==> config.mk <==
export PLATFORM = sky130hd
export DESIGN_NAME = mc_maindec
export DESIGN_NICKNAME = d
export VERILOG_FILES = /design/src/rtl/mc_maindec.sv
export SDC_FILE = /design/constraint.sdc
export NUM_CORES = 1
export LEC_CHECK = 0
export BUFFER_PORTS_ARGS = -buffer_cell sky130_fd_sc_hd__buf_2
export CORE_ASPECT_RATIO = 1.4
export CORE_MARGIN = 1.5
export CORE_UTILIZATION = 43
export CTS_CLUSTER_DIAMETER = 40
export DETAILED_ROUTE_END_ITERATION = 16
export PLACE_DENSITY = 0.79
export SYNTH_ARGS = -nofsm -noshare
export SYNTH_HDL_FRONTEND = slang
export SYNTH_SLANG_ARGS = --single-unit
==> constraint.sdc <==
create_clock -name clk -period 1.5 [get_ports clk]
set_input_delay 0.45 -clock clk [delete_from_list [all_inputs] [get_ports clk]]
set_output_delay 0.45 -clock clk [all_outputs]
set_load 0.01 [all_outputs]
==> src/rtl/mc_maindec.sv <==
// Multicycle main decoder: Moore FSM that sequences the datapath through
// fetch, decode and the per-instruction execute/memory/writeback steps.
// Control outputs are registered alongside the state, so they are a pure
// function of the current state; only pcen mixes in the live zero flag.
module mc_maindec (
    input  logic       clk,
    input  logic       reset,
    input  logic [5:0] op,
    input  logic       zero,
    output logic [3:0] state,
    output logic [1:0] aluop,
    output logic       alusrca,
    output logic [1:0] alusrcb,
    output logic [1:0] pcsrc,
    output logic       iord,
    output logic       irwrite,
    output logic       memwrite,
    output logic       regwrite,
    output logic       regdst,
    output logic       memtoreg,
    output logic       pcwrite,
    output logic       branch,
    output logic       pcen
);

    typedef enum logic [3:0] {
        FETCH   = 4'd0,
        DECODE  = 4'd1,
        MEMADR  = 4'd2,
        MEMRD   = 4'd3,
        MEMWB   = 4'd4,
        MEMWR   = 4'd5,
        EXECUTE = 4'd6,
        ALUWB   = 4'd7,
        BRANCH  = 4'd8,
        ADDIEX  = 4'd9,
        ADDIWB  = 4'd10,
        JUMP    = 4'd11
    } state_t;

    typedef struct packed {
        logic [1:0] aluop;
        logic       alusrca;
        logic [1:0] alusrcb;
        logic [1:0] pcsrc;
        logic       iord;
        logic       irwrite;
        logic       memwrite;
        logic       regwrite;
        logic       regdst;
        logic       memtoreg;
        logic       pcwrite;
        logic       branch;
    } ctrl_t;

    localparam logic [5:0] OP_LW   = 6'b100011;
    localparam logic [5:0] OP_SW   = 6'b101011;
    localparam logic [5:0] OP_RTYP = 6'b000000;
    localparam logic [5:0] OP_BEQ  = 6'b000100;
    localparam logic [5:0] OP_ADDI = 6'b001000;
    localparam logic [5:0] OP_J    = 6'b000010;

    state_t cur, nxt;
    ctrl_t  ctrl;

    // Control word for a given state; unused encodings drive everything low.
    function automatic ctrl_t ctrl_of(input state_t s);
        ctrl_t c;
        c = '0;
        case (s)
            FETCH:   begin c.alusrcb = 2'b01; c.irwrite = 1'b1; c.pcwrite = 1'b1; end
            DECODE:  c.alusrcb = 2'b11;
            MEMADR:  begin c.alusrca = 1'b1; c.alusrcb = 2'b10; end
            MEMRD:   c.iord = 1'b1;
            MEMWB:   begin c.memtoreg = 1'b1; c.regwrite = 1'b1; end
            MEMWR:   begin c.iord = 1'b1; c.memwrite = 1'b1; end
            EXECUTE: begin c.alusrca = 1'b1; c.aluop = 2'b10; end
            ALUWB:   begin c.regdst = 1'b1; c.regwrite = 1'b1; end
            BRANCH:  begin c.alusrca = 1'b1; c.aluop = 2'b01; c.pcsrc = 2'b01; c.branch = 1'b1; end
            ADDIEX:  begin c.alusrca = 1'b1; c.alusrcb = 2'b10; end
            ADDIWB:  c.regwrite = 1'b1;
            JUMP:    begin c.pcsrc = 2'b10; c.pcwrite = 1'b1; end
            default: c = '0;
        endcase
        return c;
    endfunction

    // Next state: op is only looked at in DECODE and MEMADR.
    always_comb begin
        nxt = FETCH;
        case (cur)
            FETCH:  nxt = DECODE;
            DECODE: begin
                case (op)
                    OP_LW, OP_SW: nxt = MEMADR;
                    OP_RTYP:      nxt = EXECUTE;
                    OP_BEQ:       nxt = BRANCH;
                    OP_ADDI:      nxt = ADDIEX;
                    OP_J:         nxt = JUMP;
                    default:      nxt = FETCH;   // unknown opcode is skipped
                endcase
            end
            MEMADR: begin
                if (op == OP_LW)      nxt = MEMRD;
                else if (op == OP_SW) nxt = MEMWR;
                else                  nxt = FETCH;
            end
            MEMRD:   nxt = MEMWB;
            EXECUTE: nxt = ALUWB;
            ADDIEX:  nxt = ADDIWB;
            default: nxt = FETCH;   // writeback/branch/jump ends and unused codes
        endcase
    end

    // State and control word registered together; reset lands in FETCH at once.
    always_ff @(posedge clk or posedge reset) begin
        if (reset) begin
            cur  <= FETCH;
            ctrl <= ctrl_of(FETCH);
        end else begin
            cur  <= nxt;
            ctrl <= ctrl_of(nxt);
        end
    end

    assign state    = cur;
    assign aluop    = ctrl.aluop;
    assign alusrca  = ctrl.alusrca;
    assign alusrcb  = ctrl.alusrcb;
    assign pcsrc    = ctrl.pcsrc;
    assign iord     = ctrl.iord;
    assign irwrite  = ctrl.irwrite;
    assign memwrite = ctrl.memwrite;
    assign regwrite = ctrl.regwrite;
    assign regdst   = ctrl.regdst;
    assign memtoreg = ctrl.memtoreg;
    assign pcwrite  = ctrl.pcwrite;
    assign branch   = ctrl.branch;

    // Branch taken needs the live zero flag, so the PC enable stays combinational.
    assign pcen = ctrl.pcwrite | (ctrl.branch & zero);

endmodule

==> summary.md <==
| Metric | Value |
|---|---|
| Status | `finished, violations left` |
| Failing checks | `setup timing` |
| Wirelength, routed | `2450 um` |
| Post-synth top area share | `42.2%` |
| CP max FO | `7` |
| Final setup viols | `10` |
| CTS buffer count | `3` |
| Final min period | `1.74 ns` |
| Final period util | `116%` |
| Combinational Power Share | `53.2%` |
| Fin. Hold Viols | `0` |
| Area growth syn-to-layout | `61.9%` |
| Mean post-synth cell area | `10.9 um^2` |
| Asr flop ratio synth | `100%` |
| Max-slew violations | `0` |
| Placed Cells | `145` |
| Power Density | `1410 mW/mm^2` |
| Ranking of synthesized cells by area | `dfrtp_1 (42%), dfstp_2 (9.5%), nand2b_1 (4.5%)` |
| GRT Util Overall | `24.6%` |
| Synthesized flop and latch total | `17` |
| Worst rel slew slack | `69.6%` |
| Via density | `5.40` |
| Crit end category | `flop` |
| Design area | `0.00135 mm^2` |
| Final core occ | `74.7%` |
| Detailed Place HPWL | `1650 um` |
| RSZ-0062 raised after global routing | `true` |
| Antenna Nets Post-Route | `0` |
| I/O Buffers | `28` |
| Clock transition at path regs | `0.10 ns` |
| Seq pwr share | `33.4%` |
| Worst Max-Slew Pin Slew | `0.454 ns` |
| Total number of vias | `831` |
| Worst slack, placed | `-0.514 ns` |
| Setup TNS | `-1.34 ns` |
| CTS tree | `yes` |
| Post-synth EDFFs | `0` |
| Global-route wire length before repair | `3460 um` |
| Internal power | `1.19 mW` |
| Die Wd | `40.2 um` |
| Top-count cell post-synth | `dfrtp_1` |
| Drt first pass iters | `4` |
| Die Y-Extent | `55.0 um` |
| Final Wtd Congestion | `0.892` |
| Final cell count without fillers | `154` |
| LEAKAGE | `0.704 nW` |
| Setup Crit Path Kind | `input pin to flop` |
| Synth cell count leaders | `dfrtp_1 (14), inv_1 (7), nand2b_1 (6)` |
| I/O pin count | `29` |
| Setup ws final | `-0.245 ns` |
| DP Area | `0.00117 mm^2` |
| NumNets Final | `144` |
| Die ar. | `0.00221 mm^2` |
| Yosys top cell by area | `dfrtp_1` |
| Mapped Area | `831 um^2` |
| Seq/Total Area, Yosys | `51.7%` |
| Main synth FF type | `dfrtp_1` |
| Fillers | `123` |
| Vias in the first global route | `817` |
| Initial DRC Count | `20` |
| Std-Cell Rows | `18` |
| Max_cap viols | `0` |
| Synth Net Count | `85` |
| Fmax | `573 MHz` |
| H-tree Lvls | `1` |
| Largest net degree at the start of global routing | `18` |
| Worst VDD drop | `0.000897 V` |
| Switch share | `37.4%` |
| Layout cells sized above 1 | `64.2%` |
| Count of cell types in the netlist | `35` |
| Initial Util | `46.1%` |
| DR WL/cell | `15.9 um` |
| Root Buffer | `clkbuf_4` |
| Req. time, crit path | `1.73 ns` |
| Mapped Cells | `76` |
| Critical Path AT | `1.97 ns` |
| TritonCTS Sinks | `17` |
| Switch Pwr | `711 uW` |
| Clock latency on the worst-skew pair | `0.30 ns` |
| Drc violations | `0` |
| Core Area | `0.00180 mm^2` |
| Worst Hold Class | `input pin to asynchronous set/reset pin` |
| Critical path startpoint category | `input pin` |
| Initial antenna violation count | `0` |
| Clk_skew | `0.00369 ns` |
| Synth warn | `0` |
| Clk pwr share | `13.4%` |
| Clock buffer depth | `2` |
| Ant diodes | `0` |
| Hold-fix buffers, CTS | `0` |
| Global route total overflow | `0` |
registers in the layout, indices dropped and copies added (netlist names):
signal	flops
aluop	1
memwrite	1
state	4
regdst	1
pcsrc	1
regwrite	1
alusrca	1
irwrite	1
pcwrite	1
iord	1
branch	1
memtoreg	1
alusrcb	2
through the flow:
step	hold slack, ns	total power, mW
final	0.144	1.90
after detailed placement	0.470	1.39
after global placement	0.457	1.36
after global routing	0.162	2.01
after CTS	0.148	1.73
after floorplan	0.374	1.02
worst paths after layout:
kind / cells past startpoint / slack, ns / start / to
setup / recovery: 6 / -0.24 / op[4] / pcwrite$_DFF_PP1_
min in group clk: 4 / 0.57 / op[1] / branch$_DFF_PP0_
max in group asynchronous: 3 / 1.11 / reset / pcwrite$_DFF_PP1_
setup reg to reg: 5 / -0.24 / state[0]$_DFF_PP0_ / pcwrite$_DFF_PP1_
hold / removal: 3 / 0.14 / reset / state[3]$_DFF_PP0_
hold reg to reg: 3 / 0.70 / state[0]$_DFF_PP0_ / alusrcb[0]$_DFF_PP1_
power by group through the flow:
| stage | clock, mW | sequential (mW) | combinational (mW) |
|---|---|---|---|
| after floorplan | 0 | 0.673 | 0.348 |
| after global placement | 0 | 0.635 | 0.725 |
| after detailed placement | 0 | 0.636 | 0.757 |
| after CTS | 0.246 | 0.631 | 0.856 |
| after global routing | 0.277 | 0.650 | 1.09 |
| final | 0.254 | 0.635 | 1.01 |
placed cells by master, fill, tap and decap left out, drive strengths merged, types with 2 or more instances in the layout:
cell type  synthesis  final
inv                7      8
nand2b             6      6
buf                4     58
a21o               2      2
o311ai             2      2
o21ai              2      2
nand2              3      3
nor2               5      5
nor3               3      3
nand3              2      2
o31ai              2      2
dfrtp             14     14
or4                2      2
dfstp              3      3
clkbuf             0      3
a21oi              3      3
critical path, cell delays in order:
cell,delay [ns]
buf_6,0.10
or4_4,0.56
o32ai_4,0.32
a31oi_4,0.19
nand4_1,0.24
o31ai_2,0.11
cell families (layout without fill, tap and decap cells):
group           count (synthesis)  after routing  synth area share, %
simple gates                   31             31                 23.2
flops                          17             17                 51.7
compound gates                 15             15                 17.5
buf+inv                        12             70                 6.63
xor+xnor                        1              1                 1.05
routing by layer:
| metal | part of all wire [%] | wire, um | vias to the layer above | track usage [%] |
|---|---|---|---|---|
| met5 | 0 | 0 | - | 0 |
| met4 | 5.7 | 140 | 0 | 23.0 |
| met3 | 3.8 | 93 | 13 | 4.80 |
| met2 | 56 | 1370 | 32 | 42.7 |
| met1 | 35 | 854 | 401 | 22.6 |
| li1 | - | - | 385 | - |
area by class of cell:
cell class / count / area (um^2) / share of cell area [%]
multi-input cells: 47 / 438 / 32.6
flip-flops and latches: 17 / 430 / 32.0
repair buffers: 58 / 394 / 29.3
inverters: 8 / 30.0 / 2.23
well taps: 20 / 25.0 / 1.86
clock buffers: 3 / 22.5 / 1.67
clock inverters: 1 / 5.00 / 0.372
repair_timing:
item | in CTS | in global routing
pin swaps | 6 | 7
setup endpoints to repair | 12 | 15
resized for setup | 12 | 11
buffers inserted | 1 | 6
(Power assumes the default switching activity.)
